## src/rtl/instr_fetch_if.sv

```systemverilog
// Instruction memory read channel between the fetch unit and instruction memory.
// The master side issues the read; the slave side returns data with a ready strobe.
interface instr_fetch_if;
   logic        mem_rd;
   logic [63:0] mem_addr;
   logic [31:0] mem_rdata;
   logic        mem_ready;

   modport master (
      output mem_rd,
      output mem_addr,
      input  mem_rdata,
      input  mem_ready
   );

   modport slave (
      input  mem_rd,
      input  mem_addr,
      output mem_rdata,
      output mem_ready
   );
endinterface

```

## src/rtl/instr_fetch.sv

```systemverilog
// Instruction fetch unit: holds the PC, reads one instruction word per request,
// presents it to decode until consumed, and faults sticky on memory timeout.
module instr_fetch #(
   parameter logic [63:0] RESET_PC = 64'h0,
   parameter int unsigned TIMEOUT  = 15
) (
   input  logic                 clk,
   input  logic                 reset,
   input  logic                 start,
   input  logic                 pc_load,
   input  logic [63:0]          pc_in,
   input  logic                 consume,
   instr_fetch_if.master        mem,
   output logic [63:0]          pc,
   output logic [31:0]          instr,
   output logic [6:0]           ir6_0,
   output logic                 ir_valid,
   output logic                 fetch_err
);

   localparam logic [1:0] IDLE  = 2'd0;
   localparam logic [1:0] FETCH = 2'd1;
   localparam logic [1:0] HOLD  = 2'd2;
   localparam logic [1:0] ERROR = 2'd3;

   localparam logic [7:0] WAIT_LAST = 8'(TIMEOUT - 1);

   // Branch targets are word aligned; the low two address bits are discarded.
   function automatic logic [63:0] align_word(input logic [63:0] addr);
      return addr & ~64'd3;
   endfunction

   logic [1:0]  state_r;
   logic [1:0]  state_nxt_s;
   logic [63:0] pc_r;
   logic [63:0] pc_nxt_s;
   logic [7:0]  wait_cnt_r;
   logic [7:0]  wait_cnt_nxt_s;
   logic        capture_s;
   logic [31:0] instr_r;
   logic [6:0]  ir6_0_r;
   logic        mem_rd_r;
   logic        ir_valid_r;
   logic        fetch_err_r;

   // Next-state, PC and wait-counter selection.
   always_comb begin
      state_nxt_s    = state_r;
      pc_nxt_s       = pc_r;
      wait_cnt_nxt_s = wait_cnt_r;
      capture_s      = 1'b0;
      case (state_r)
         IDLE: begin
            if (pc_load) begin
               pc_nxt_s = align_word(pc_in);
            end else begin
               pc_nxt_s = pc_r;
            end
            if (start) begin
               state_nxt_s = FETCH;
            end else begin
               state_nxt_s = IDLE;
            end
         end
         FETCH: begin
            // Data arriving on the last permitted wait cycle still wins over the fault.
            if (mem.mem_ready) begin
               capture_s      = 1'b1;
               wait_cnt_nxt_s = 8'd0;
               state_nxt_s    = HOLD;
            end else if (wait_cnt_r == WAIT_LAST) begin
               state_nxt_s    = ERROR;
            end else begin
               wait_cnt_nxt_s = wait_cnt_r + 8'd1;
            end
         end
         HOLD: begin
            if (pc_load) begin
               pc_nxt_s = align_word(pc_in);
            end else if (consume) begin
               pc_nxt_s = pc_r + 64'd4;
            end else begin
               pc_nxt_s = pc_r;
            end
            if (consume) begin
               state_nxt_s = FETCH;
            end else begin
               state_nxt_s = HOLD;
            end
         end
         ERROR: begin
            state_nxt_s = ERROR;
         end
         default: begin
            state_nxt_s = IDLE;
         end
      endcase
   end

   // State, PC, instruction register and registered status outputs.
   always_ff @(posedge clk) begin
      if (!reset) begin
         state_r     <= IDLE;
         pc_r        <= RESET_PC;
         wait_cnt_r  <= 8'd0;
         instr_r     <= 32'd0;
         ir6_0_r     <= 7'd0;
         mem_rd_r    <= 1'b0;
         ir_valid_r  <= 1'b0;
         fetch_err_r <= 1'b0;
      end else begin
         state_r     <= state_nxt_s;
         pc_r        <= pc_nxt_s;
         wait_cnt_r  <= wait_cnt_nxt_s;
         if (capture_s) begin
            instr_r <= mem.mem_rdata;
            ir6_0_r <= mem.mem_rdata[6:0];
         end
         mem_rd_r    <= (state_nxt_s == FETCH);
         ir_valid_r  <= (state_nxt_s == HOLD);
         fetch_err_r <= (state_nxt_s == ERROR);
      end
   end

   assign mem.mem_rd   = mem_rd_r;
   assign mem.mem_addr = pc_r;
   assign pc           = pc_r;
   assign instr        = instr_r;
   assign ir6_0        = ir6_0_r;
   assign ir_valid     = ir_valid_r;
   assign fetch_err    = fetch_err_r;

endmodule

```

## src/flat_wrapper.sv

```systemverilog
// flat-port wrapper written by rule: the top's interface ports become plain ports
module instr_fetch_flat 
#(
   parameter logic [63:0] RESET_PC = 64'h0,
   parameter int unsigned TIMEOUT  = 15
)
  (clk, reset, start, pc_load, pc_in, consume, pc, instr, ir6_0, ir_valid, fetch_err, mem_mem_rd, mem_mem_addr, mem_mem_rdata, mem_mem_ready);
  instr_fetch_if mem_i ();
  input  logic clk;
  input  logic reset;
  input  logic start;
  input  logic pc_load;
  input  logic [63:0] pc_in;
  input  logic consume;
  output logic [63:0] pc;
  output logic [31:0] instr;
  output logic [6:0] ir6_0;
  output logic ir_valid;
  output logic fetch_err;
  output wire logic [$bits(mem_i.mem_rd)-1:0] mem_mem_rd;
  output wire logic [$bits(mem_i.mem_addr)-1:0] mem_mem_addr;
  input wire logic [$bits(mem_i.mem_rdata)-1:0] mem_mem_rdata;
  input wire logic [$bits(mem_i.mem_ready)-1:0] mem_mem_ready;
  assign mem_mem_rd = mem_i.mem_rd;
  assign mem_mem_addr = mem_i.mem_addr;
  assign mem_i.mem_rdata = mem_mem_rdata;
  assign mem_i.mem_ready = mem_mem_ready;
  instr_fetch #(.RESET_PC(RESET_PC), .TIMEOUT(TIMEOUT)) u_core (.clk(clk), .reset(reset), .start(start), .pc_load(pc_load), .pc_in(pc_in), .consume(consume), .mem(mem_i), .pc(pc), .instr(instr), .ir6_0(ir6_0), .ir_valid(ir_valid), .fetch_err(fetch_err));
endmodule
```

## config.mk

```make
export PLATFORM = sky130hd
export DESIGN_NAME = instr_fetch_flat
export DESIGN_NICKNAME = d
export VERILOG_FILES = /design/src/rtl/instr_fetch_if.sv /design/src/rtl/instr_fetch.sv /design/src/flat_wrapper.sv
export SDC_FILE = /design/constraint.sdc
export NUM_CORES = 1
export LEC_CHECK = 0
export ABC_AREA = 1
export BUFFER_PORTS_ARGS = -buffer_cell sky130_fd_sc_hd__clkbuf_2
export CORE_ASPECT_RATIO = 0.75
export CORE_UTILIZATION = 40
export DETAILED_ROUTE_END_ITERATION = 6
export GPL_TIMING_DRIVEN = 0
export PLACE_DENSITY = 0.67
export SYNTH_ARGS = -nofsm -noshare
export SYNTH_HDL_FRONTEND = slang
export SYNTH_SLANG_ARGS = --single-unit
export TNS_END_PERCENT = 20
```

## constraint.sdc

```tcl
create_clock -name clk -period 3.2 [get_ports clk]
set_input_delay 0.16 -clock clk [delete_from_list [all_inputs] [get_ports clk]]
set_output_delay 0.16 -clock clk [all_outputs]
set_load 0.01 [all_outputs]
```

# Word-level counts from Yosys, hierarchy flattened
# Cells that the tools add are included.
# totals
regBits	116
output_inout_bits	170
# op_classes
n_addsub	2
n_eq_ne	10
n_mux	13
reduce_logical	4
# op_table
cell	count
two-way mux 64 bit	3
case mux 64 bit (2 select lines)	1
adder 64 x 3 -> 64 bit, second input constant	1
two-way mux 8 bit	2
adder 8 x 1 -> 8 bit, second input constant	1
equality test 2 bit, second input constant	4
equality test 8 x 4 -> 1 bit, second input constant	1
case mux 2 bit (4 select lines)	1
two-way mux 2 bit	3
equality test 2 x 1 -> 1 bit, second input constant	2
inequality test 2 bit, second input constant	2
two-way mux 1 bit	3
inequality test 3 bit, second input constant	1
AND reduction 3 bit	1
logical NOT 2 bit	1
AND reduction 2 bit	1
nonzero test 2 bit	1

# Depth between registers and ports, before layout
# Gate-level depths: netlist of the first run.
# depth
ltp_word	5
depth_mapped	11
mapped_depth_nobuf	11

# Worst setup path after synthesis of the first run
# Ideal clock, no wire load.
# synth_timing
path_kind	reg-to-reg
startpoint	reg u_core.pc_r[2], in the netlist u_core.mem.mem_addr[2]
endpoint	reg u_core.pc_r[34], in the netlist u_core.mem.mem_addr[34]
setup_time_ps	115
arrival_ps	1631
slack_ps	1454
path_stages_with_launch	11
synth_period_minus_slack_ps	1746
cell_sequence	dfxtp_1 -> ha_1 -> nand2_1 -> nor2_4 -> nand2_2 -> nor3_2 -> nand2_1 -> nand2_1 -> nand3b_1 -> nand2_1 -> nor2_1
# synth_via
elab_chain_len	4
# synth_rtl
item	line	text
from (decl)	instr_fetch.sv:35	logic [63:0] pc_r;
from (signal assigned)	instr_fetch.sv:113	pc_r <= pc_nxt_s;
adder 64 x 3 -> 64 bit	instr_fetch.sv:81	pc_nxt_s = pc_r + 64'd4;
two-way mux 64 bit	instr_fetch.sv:80	end else if (consume) begin
two-way mux 64 bit	instr_fetch.sv:78	if (pc_load) begin
case mux 64 bit (2 select lines)	instr_fetch.sv:52	case (state_r)
# No other way between the ends. The select of a mux whose other input is x is not followed.
# A chain may end at the register's enable or synchronous reset.

# Worst setup path after layout of the first run
# Same ends and word-level chain as after synthesis.

==> flow_metrics.py, run 1 <==
metrics = {
    "global_route": {
        "grt.total_usage_pct": 31.29,
        "grt_pass1_wl_um": 43800,
        "grt-ovfl-total": 0,
        "grt_pass1_vias": 7572,
        "grt_max_degree": 21,
        "antenna_found_initial": 0,
    },
    "cts": {
        "holdBufCountCts": 0,
        "cts_buffer_depth": 2,
        "cts_sinks": 107,
        "path_clk_slew_ns": 0.08,
        "cts_tree": "yes",
        "cts_setup_buffers": 0,
        "clkLatencyLatePin_ns": 0.37,
        "cts_root_buf": "clkbuf_16",
        "cts_made_buffers": 9,
        "postCtsResizedCells": 0,
        "htree_levels": 3,
    },
    "routing": {
        "firstDrtPassIters": 5,
        "post_drt_wl_per_cell_um": 16.78,
        "routed_via_density": 5.064,
        "drtIter0Drc": 831,
        "ant_nets": 0,
        "wl_met3_um": 2716,
        "wl_met2_um": 11970,
        "vias": 8847,
        "wl_met1_um": 14270,
        "wl_um": 29310,
        "top_layer_used": "met4",
        "drc": 0,
    },
    "floorplan": {
        "coreArea_um2": 17760,
        "io-pin-count": 272,
        "die_h_um": 119,
        "die_width_um": 158,
        "die_area_um2": 18800,
        "start_util_pct": 41.10,
        "rows": 42,
    },
    "setup_path": {
        "start_kind": "flip-flop",
        "cp.arrival_ns": 2.51,
        "endpoint": "u_core.mem.mem_addr[34]",
        "path_buf_inv": 0,
        "worst_ep_required_time_ns": 3.47,
        "crit_path_end_kind": "flip-flop",
        "worst-setup-path-type": "reg -> reg",
        "critical_path.top_delay_family": "simple AND/OR/NAND/NOR gates",
        "cp.depth": 10,
        "cpMaxStageDelayCell": "dfxtp_1",
        "critPathMaxFanout": 10,
        "crit_top_cell": "nand2_1",
        "r2r_start": "u_core.mem.mem_addr[2]",
        "cp-startpoint": "u_core.mem.mem_addr[2]",
        "rrSetupSlack_ns": 0.96,
        "rr_worst_depth": 10,
        "slowest_delay_ns": 0.52,
        "cp_cell_sequence": "ha_1 > nand2_1 > nor2_4 > nand2_2 > nor3_2 > nand2_1 > nand2_1 > nand3b_1 > nand2_1 > nor2_1",
        "r2r-end": "u_core.mem.mem_addr[34]",
    },
    "worst_hold_path": {
        "min_from": "mem_mem_rdata[3]",
        "hold_path_class": "in -> reg",
    },
    "pwr": {
        "p_total_uw": 3657,
        "p_seq_share_pct": 43.8,
        "power.share.combinational_pct": 22.3,
        "power.share.clock_pct": 33.9,
        "power.switching_uw": 1233,
        "p_int_uw": 2424,
        "power_density_nw_per_um2": 394.8,
        "p_leak_uw": 0.004538,
        "vdd_drop_max_mv": 0.2546,
        "p_sw_share_pct": 33.71,
    },
    "timing": {
        "tightest_slew_ns": 0.7785,
        "rsz0062_at_grt": "no",
        "fin_skew_ns": 0.007074,
        "finalSetupTns_ns": 0,
        "slew_violations": 0,
        "fin_hold_ws_ns": 0.01032,
        "hold_violations": 0,
        "final.min_clock_period_ns": 2.242,
        "slew_headroom_pct": 48.10,
        "finalSetupViolCount": 0,
        "max_freq_mhz": 446.0,
        "finalCritPeriodShare_pct": 70.07,
    },
    "yosys": {
        "synth_seq_cells": 107,
        "avgSynthCellArea_um2": 5.979,
        "synth-simple-area-share_pct": 36.95,
        "synth_cells": 1221,
        "yosys.area_share.adder_pct": 0.5141,
        "synth_mux_area_share_pct": 0.1371,
        "synth_cell_types": 37,
        "synth_ff_type": "dfxtp_1",
        "synth_top_area_cell": "dfxtp_1",
        "synth_compound_area_share_pct": 15.00,
        "synthArstFlopShare_pct": 0,
        "ys_top_cells_by_area": "dfxtp_1 29%, nand2_1 16%, nor2_1 10%, o21ai_0 8.1%, buf_4 7.5%",
        "yosys.cell_count.top_type": "nand2_1",
        "synth_edf_count": 0,
        "yosys_warnings": 0,
        "synth_top_area_share_pct": 29.34,
        "synthXorXnorAreaFrac_pct": 1.560,
        "ys_seq_area_share_pct": 29.34,
        "syn_area_um2": 7301,
        "yosys-top-cells-count": "314 x nand2_1, 195 x nor2_1, 125 x inv_1, 118 x o21ai_0, 107 x dfxtp_1",
        "synth_top_family_by_area": "simple AND/OR/NAND/NOR gates",
    },
    "layout": {
        "drive_above_1_share_pct": 26.51,
        "seq_area_um2": 2142,
        "nets": 1605,
        "fillers": 1927,
        "utilization_pct": 52.15,
        "syn_to_final_growth_pct": 26.87,
        "multi_input_area_um2": 3969,
        "design_area_um2": 9263,
        "diodes": 0,
    },
    "run_status": {
        "outcome": "finished, final reports clean",
    },
    "job": {
        "drv_cap": 0,
    },
    "place": {
        "place.gp.congestion": 0.9726,
        "port_buffers": 265,
        "place.detailed.hpwl_um": 23350,
        "dpl-instance-area_um2": 8941,
    },
}
==> routing by layer <==
metal	up-vias	GRT usage (%)
li1	4355	-
met1	4030	48.35
met2	434	44.16
met3	28	6.004
met4	0	6.250
met5	-	0
==> registers in the layout, indices dropped and copies added (netlist names) <==
| signal | cells |
|---|---|
| u_core.wait_cnt_r | 8 |
| u_core.ir_valid | 1 |
| u_core.fetch_err | 1 |
| u_core.mem.mem_addr | 62 |
| u_core.ir6_0 | 6 |
| u_core.state_r | 2 |
| u_core.instr | 26 |
| u_core.mem.mem_rd | 1 |
==> how the worst min path moves through the flow <==
| stage | end | depth (start not counted) | slack, ns |
|---|---|---|---|
| after detailed placement | u_core.ir6_0[3] | 3 | 0.39 |
| final | u_core.ir6_0[3] | 3 | 0.01 |
| after floorplan | u_core.instr[10] | 2 | 0.29 |
| after global routing | u_core.instr[15] | 3 | 0.02 |
| after CTS | u_core.ir6_0[3] | 3 | 0.007 |
| after global placement | u_core.instr[9] | 3 | 0.38 |
==> through the flow <==
stage / setup WS, ns / cells
after floorplan: 1.454 / 1224
after global placement: 0.9835 / 1731
after detailed placement: 1.026 / 1731
after CTS: 0.9986 / 1747
after global routing: 0.8196 / 1747
final: 0.9577 / 1747
==> worst min-delay path, stage by stage <==
cell and delay [ns]:
clkbuf_2 0.08, nor2_1 0.03, nor2_1 0.08
==> cell usage in the layout, fill, tap and decap left out, drive strengths merged, types with 4 or more instances in the layout <==
master | netlist | routed
nor3 | 11 | 11
o31ai | 4 | 4
inv | 128 | 130
xor2 | 7 | 7
buf | 80 | 80
clkinv | 1 | 4
or2 | 6 | 6
a21oi | 59 | 59
nand3 | 71 | 71
dfxtp | 107 | 107
a31oi | 15 | 15
xnor2 | 6 | 6
nand2 | 322 | 322
o21ai | 120 | 120
o21bai | 5 | 5
clkbuf | 36 | 310
nand4 | 14 | 14
nor2 | 214 | 214
conb | 1 | 4
==> area by class of cell <==
cell class | count | share of cell area [%]
Clock inverter | 7 | 1.040
Clock buffer | 9 | 2.431
Tap cell | 242 | 3.269
Buffer | 116 | 7.740
Multi-Input combinational cell | 872 | 42.85
Inverter | 129 | 5.228
Sequential cell | 107 | 23.13
Timing Repair Buffer | 265 | 14.32
==> kinds of logic after synthesis <==
group | count (synthesis)
multiplexers | 1
flip-flops | 107
XOR/XNOR | 13
other | 1
buffers and inverters | 245
adder cells (fa/ha/maj) | 3
AO/OA/AOI/OAI | 208
AND/OR/NAND/NOR | 643
==> power groups by stage <==
stage	Combinational (uW)	Sequential [uW]	Clock [uW]
6_report	815	1600	1240
5_1_grt	897	1620	1290
4_1_cts	811	1600	1250
3_5_place_dp	807	1630	0
3_3_place_gp	800	1630	0
2_1_floorplan	435	1620	0
(Power assumes the default switching activity.)
==> run 2: changes to the inputs <==
--- a/config.mk
+++ b/config.mk
@@ -11,7 +11,7 @@
 export CORE_UTILIZATION = 40
 export DETAILED_ROUTE_END_ITERATION = 6
 export GPL_TIMING_DRIVEN = 0
-export PLACE_DENSITY = 0.67
+export PLACE_DENSITY = 0.7
 export SYNTH_ARGS = -nofsm -noshare
 export SYNTH_HDL_FRONTEND = slang
 export SYNTH_SLANG_ARGS = --single-unit
==> constraint.sdc (replaced) <==
create_clock -name clk -period 1.98 [get_ports clk]
set_input_delay 0.099 -clock clk [delete_from_list [all_inputs] [get_ports clk]]
set_output_delay 0.099 -clock clk [all_outputs]
set_load 0.01 [all_outputs]
==> run 2 against run 1 <==
  * Clock skew grew 0.0025 ns
  * Cell area grew 6.8%
  * Critical path depth shrank 1
  * Highest routed layer unchanged
==> flow_metrics.py, run 2 (synthesis results as in run 1) <==
metrics = {
    "timing": {
        "finalCritPeriodShare_pct": 99.85,
        "hold_violations": 0,
        "tightest_slew_ns": 0.8048,
        "max_freq_mhz": 505.8,
        "slew_violations": 0,
        "finalSetupViolCount": 0,
        "finalSetupTns_ns": 0,
        "fin_skew_ns": 0.009552,
        "slew_headroom_pct": 46.35,
        "final.min_clock_period_ns": 1.977,
        "rsz0062_at_grt": "yes",
    },
    "floorplan": {
        "coreArea_um2": 17760,
        "die_h_um": 119,
        "die_area_um2": 18800,
        "die_width_um": 158,
        "io-pin-count": 272,
        "rows": 42,
        "start_util_pct": 41.10,
    },
    "layout": {
        "diodes": 0,
        "multi_input_area_um2": 4061,
        "largest_register_ffs": 62,
        "nets": 1654,
        "final_common_cell": "nand2_1",
        "design_area_um2": 9889,
        "layout_common_cells": "310 x nand2_1, 273 x clkbuf_2, 183 x nor2_1, 125 x inv_1, 118 x o21ai_0",
        "drive_above_1_share_pct": 30.31,
        "utilization_pct": 55.68,
        "seq_area_um2": 2196,
        "fillers": 1888,
        "syn_to_final_growth_pct": 35.46,
    },
    "setup_path": {
        "cp_cell_sequence": "nand2_1 > nor2_1 > nand3_2 > nor2_4 > nand2_1 > a21oi_2 > nand3_1 > nand2_1 > nor2_1",
        "cp.arrival_ns": 2.25,
        "critical_path.top_delay_family": "simple AND/OR/NAND/NOR gates",
        "cpMaxStageDelayCell": "dfxtp_1",
        "worst-setup-path-type": "reg -> reg",
        "slowest_delay_ns": 0.47,
        "crit_top_cell": "nand2_1",
        "critPathMaxFanout": 6,
        "start_kind": "flip-flop",
        "path_buf_inv": 0,
        "worst_ep_required_time_ns": 2.25,
        "crit_path_end_kind": "flip-flop",
    },
    "place": {
        "port_buffers": 265,
        "place.detailed.hpwl_um": 23130,
        "dpl-instance-area_um2": 8941,
        "place.gp.congestion": 0.9858,
    },
    "run_status": {
        "outcome": "finished, final reports clean",
    },
    "pwr": {
        "p_total_uw": 5976,
        "p_seq_share_pct": 43.6,
        "power.share.combinational_pct": 23.5,
        "vdd_drop_max_mv": 0.4036,
        "power.share.clock_pct": 32.8,
        "p_leak_uw": 0.004827,
        "power.switching_uw": 1982,
        "power_density_nw_per_um2": 604.2,
        "p_sw_share_pct": 33.17,
        "p_int_uw": 3994,
    },
    "routing": {
        "wl_um": 29760,
        "ant_nets": 0,
        "drtIter0Drc": 995,
        "firstDrtPassIters": 6,
        "post_drt_wl_per_cell_um": 16.57,
        "drc": 0,
        "vias": 9156,
        "routed_via_density": 5.098,
    },
    "cts": {
        "cts_buffer_depth": 2,
        "cts_made_buffers": 9,
        "clkLatencyLatePin_ns": 0.37,
        "cts_tree": "yes",
        "htree_levels": 3,
        "cts_root_buf": "clkbuf_16",
        "cts_sinks": 107,
        "path_clk_slew_ns": 0.08,
    },
    "global_route": {
        "grt_max_degree": 20,
        "grt_pass1_wl_um": 44740,
        "grt.total_usage_pct": 31.72,
        "grt-ovfl-total": 0,
        "grt_pass1_vias": 7982,
        "antenna_found_initial": 0,
    },
    "job": {
        "drv_cap": 0,
    },
    "worst_hold_path": {
        "hold_path_class": "in -> reg",
    },
}
==> run 2: layout make-up <==
cell class	instances	share of cell area (%)
multi-input cells	872	41.07
flip-flops and latches	107	22.20
repair buffers	314	18.24
plain buffers	116	7.363
inverters	129	4.896
well taps	242	3.062
clock buffers	10	2.315
clock inverters	6	0.8477
==> run 2: final timing paths <==
check | start | to | slack [ns] | cells after the start
hold reg to reg | u_core.mem.mem_addr[24] | u_core.mem.mem_addr[24] | 0.50 | 2
setup / recovery | u_core.mem.mem_addr[8] | u_core.mem.mem_addr[38] | 0.003 | 9
hold / removal | pc_in[3] | u_core.mem.mem_addr[3] | 0.02 | 3
setup reg to reg | u_core.mem.mem_addr[8] | u_core.mem.mem_addr[38] | 0.003 | 9
==> run 2: stage by stage <==
step,hold slack [ns],worst slack (ns),cells
3_3_place_gp,0.3230,-0.2787,1731
6_report,0.01876,0.002885,1796
3_5_place_dp,0.3277,-0.3002,1731
4_1_cts,0.004460,0.0009757,1793
2_1_floorplan,0.2339,0.2336,1224
5_1_grt,0.01563,-0.06918,1796
==> run 2: timing repair <==
item,CTS,global route
buffers inserted,2,3
endpoints found under the hold margin,44,0
endpoints found under the setup margin,34,73
hold buffers,44,0
resized for setup,19,63
pin swaps,2,3
==> run 2: worst reg2reg max path: cells and delay by family, from the launching register on <==
family,cells,cell delay [ns]
compound gates,1,0.21
flops,1,0.47
simple gates,8,1.21
==> run 2: power by group through the flow <==
stage	combinational, uW	sequential (uW)	clock [uW]
CTS	1380	2580	1990
floorplan	702	2610	0
finish	1410	2610	1960
detailed placement	1310	2630	0
global placement	1290	2630	0
global route	1540	2630	2070
==> run 2: per-layer routing <==
layer	vias to the layer above	share of wire (%)	GRT usage [%]
li1	4469	-	-
met1	4158	46	47.68
met2	479	41	45.76
met3	50	10	5.459
met4	0	2.0	8.714
met5	-	0	0
==> run 3: changes to the inputs <==
--- a/config.mk
+++ b/config.mk
@@ -8,6 +8,7 @@
 export ABC_AREA = 1
 export BUFFER_PORTS_ARGS = -buffer_cell sky130_fd_sc_hd__clkbuf_2
 export CORE_ASPECT_RATIO = 0.75
+export CORE_MARGIN = 10
 export CORE_UTILIZATION = 40
 export DETAILED_ROUTE_END_ITERATION = 6
 export GPL_TIMING_DRIVEN = 0
==> run 3 against run 2 <==
  * Non-clock buffer count grew 1
  * Global-route usage fell by 5.8 points
  * Flip-flop and latch count did not move
  * Clock skew about the same
  * Sequential share of layout area about the same
  * Power is 0.97% lower
  * Cell area barely moved
  * Cell count up 0.22%
  * Maximum frequency up 2.2%
  * Count of clock-buffer cells in the layout down 1
  * Highest routed layer unchanged
==> flow_metrics.py, run 3 (synthesis results as in run 1) <==
metrics = {
    "setup_path": {
        "r2r-end": "u_core.mem.mem_addr[54]",
        "path_buf_inv": 0,
        "cp_cell_sequence": "nand2_1 > nor2_2 > nand3_2 > nor2_2 > nand3_1 > nand2_1 > nand3_1 > nand2_1 > a21oi_1",
        "r2r_start": "u_core.mem.mem_addr[8]",
        "crit_top_cell": "nand2_1",
        "rr_worst_depth": 9,
        "cpMaxStageDelayCell": "dfxtp_1",
        "critical_path.top_delay_family": "simple AND/OR/NAND/NOR gates",
        "worst_ep_required_time_ns": 2.21,
        "rrSetupSlack_ns": 0.05,
        "slowest_delay_ns": 0.48,
        "worst-setup-path-type": "reg -> reg",
        "start_kind": "flip-flop",
        "crit_path_end_kind": "flip-flop",
        "cp.arrival_ns": 2.17,
        "critPathMaxFanout": 6,
    },
    "worst_hold_path": {
        "min_from": "pc_in[3]",
        "hold_depth": 3,
        "hold_path_class": "in -> reg",
        "min_to": "u_core.mem.mem_addr[3]",
    },
    "routing": {
        "post_drt_wl_per_cell_um": 18.07,
        "drtIter0Drc": 1012,
        "routed_via_density": 5.168,
        "ant_nets": 0,
        "vias": 9303,
        "wl_um": 32530,
        "drc": 0,
        "firstDrtPassIters": 5,
    },
    "cts": {
        "path_clk_slew_ns": 0.08,
        "cts_buffer_depth": 2,
        "cts_sinks": 107,
        "cts_made_buffers": 9,
        "cts_tree": "yes",
        "htree_levels": 3,
        "clkLatencyLatePin_ns": 0.37,
        "cts_root_buf": "clkbuf_16",
    },
    "pwr": {
        "p_leak_uw": 0.004825,
        "vdd_drop_max_mv": 0.4218,
        "p_total_uw": 5917,
        "power.share.clock_pct": 31.6,
        "power.switching_uw": 2043,
        "power_density_nw_per_um2": 598.9,
        "p_int_uw": 3875,
        "p_sw_share_pct": 34.52,
        "p_seq_share_pct": 44.1,
        "power.share.combinational_pct": 24.4,
    },
    "global_route": {
        "grt.total_usage_pct": 25.93,
        "antenna_found_initial": 2,
        "grt_max_degree": 21,
        "grt_pass1_wl_um": 48820,
        "grt_pass1_vias": 8562,
        "grt-ovfl-total": 0,
    },
    "floorplan": {
        "io-pin-count": 272,
        "start_util_pct": 41.10,
        "die_width_um": 176,
        "die_h_um": 137,
        "die_area_um2": 24110,
        "rows": 42,
        "coreArea_um2": 17760,
    },
    "place": {
        "place.gp.congestion": 0.9874,
        "dp_cells": 1731,
        "place.detailed.hpwl_um": 25610,
        "port_buffers": 265,
        "place_ws_ns": -0.2105,
    },
    "job": {
        "drv_cap": 0,
    },
    "layout": {
        "final_common_cell": "nand2_1",
        "multi_input_area_um2": 4043,
        "drive_above_1_share_pct": 30.23,
        "fillers": 1866,
        "largest_register_ffs": 62,
        "fin_cells": 1800,
        "seq_area_um2": 2191,
        "nets": 1655,
        "layout_common_cells": "312 x nand2_1, 275 x clkbuf_2, 184 x nor2_1, 124 x inv_1, 115 x o21ai_0",
        "syn_to_final_growth_pct": 35.34,
    },
    "timing": {
        "final.min_clock_period_ns": 1.934,
        "finalSetupTns_ns": 0,
        "fin_skew_ns": 0.009943,
        "rsz0062_at_grt": "yes",
        "fin_ws_ns": 0.04622,
        "slew_violations": 0,
        "tightest_slew_ns": 0.8076,
        "slew_headroom_pct": 46.16,
        "max_freq_mhz": 517.1,
        "hold_violations": 0,
        "finalSetupViolCount": 0,
        "finalCritPeriodShare_pct": 97.67,
    },
    "run_status": {
        "outcome": "finished, final reports clean",
    },
}
-- run 3: cell types whose count changed in the layout (fill, tap and decap cells not counted), moves of 2 or more --
cell and change:
clkbuf_2 +2, nand2_2 -2, nand2_1 +2, o21ai_1 +3, diode_2 +3, nor2_4 -2
clkbuf_1 -3, dfxtp_2 -4, dfxtp_1 +4, o21ai_0 -3
-- run 3: worst max-delay path by stage --
stage,start,to,slack [ns],cells after the start
after floorplan,u_core.mem.mem_addr[2],u_core.mem.mem_addr[34],0.23,10
after global placement,u_core.mem.mem_addr[2],u_core.mem.mem_addr[56],-0.22,10
after detailed placement,u_core.mem.mem_addr[2],u_core.mem.mem_addr[56],-0.21,10
after CTS,u_core.mem.mem_addr[17],u_core.mem.mem_addr[33],-0.02,9
after global routing,u_core.mem.mem_addr[19],u_core.mem.mem_addr[62],-0.009,9
final,u_core.mem.mem_addr[8],u_core.mem.mem_addr[54],0.05,9
-- run 3: layer usage --
| metal | GRT usage [%] | vias up | routed length [um] |
|---|---|---|---|
| li1 | - | 4473 | - |
| met1 | 36.36 | 4310 | 14610 |
| met2 | 39.43 | 477 | 14080 |
| met3 | 5.589 | 43 | 3261 |
| met4 | 6.576 | 0 | 587 |
| met5 | 0 | - | 0 |
-- run 3: worst register-to-register path, stage by stage (launching register included) --
cell and delay [ns]:
dfxtp_1 0.48, nand2_1 0.16, nor2_2 0.24, nand3_2 0.22, nor2_2 0.22, nand3_1 0.17, nand2_1 0.09, nand3_1 0.09
nand2_1 0.08, a21oi_1 0.06
-- run 3: power by group through the flow --
stage                     Clock (uW)  Sequential [uW]  Combinational, uW
after floorplan                    0             2610                702
after global placement             0             2630               1320
after detailed placement           0             2630               1340
after CTS                       1880             2580               1420
after global routing            1960             2630               1580
final                           1870             2610               1440
-- run 3: through the flow --
step	utilization [%]	area (um2)	hold WS [ns]
after detailed placement	50.34	8941	0.3266
after CTS	54.56	9691	0.005808
after floorplan	-	7312	0.2339
after global routing	55.63	9881	0.01549
final	55.63	9881	0.02444
after global placement	50.34	8941	0.3202
-- run 3: cell type report --
class	count	share of cell area (%)
multi-input combinational	872	40.91
buffer	116	7.395
timing repair buffer	315	18.44
tap	242	3.064
sequential	107	22.17
inverter	129	4.926
clock buffer	9	2.279
clock inverter	7	0.7345
antenna	3	0.07598
-- run 3: timing repair --
action,in CTS,in global routing
cloned,0,0
buffers inserted,0,7
endpoints found under the hold margin,43,0
resized for setup,11,70
pin swaps,0,5
hold buffers,43,0
endpoints found under the setup margin,32,66
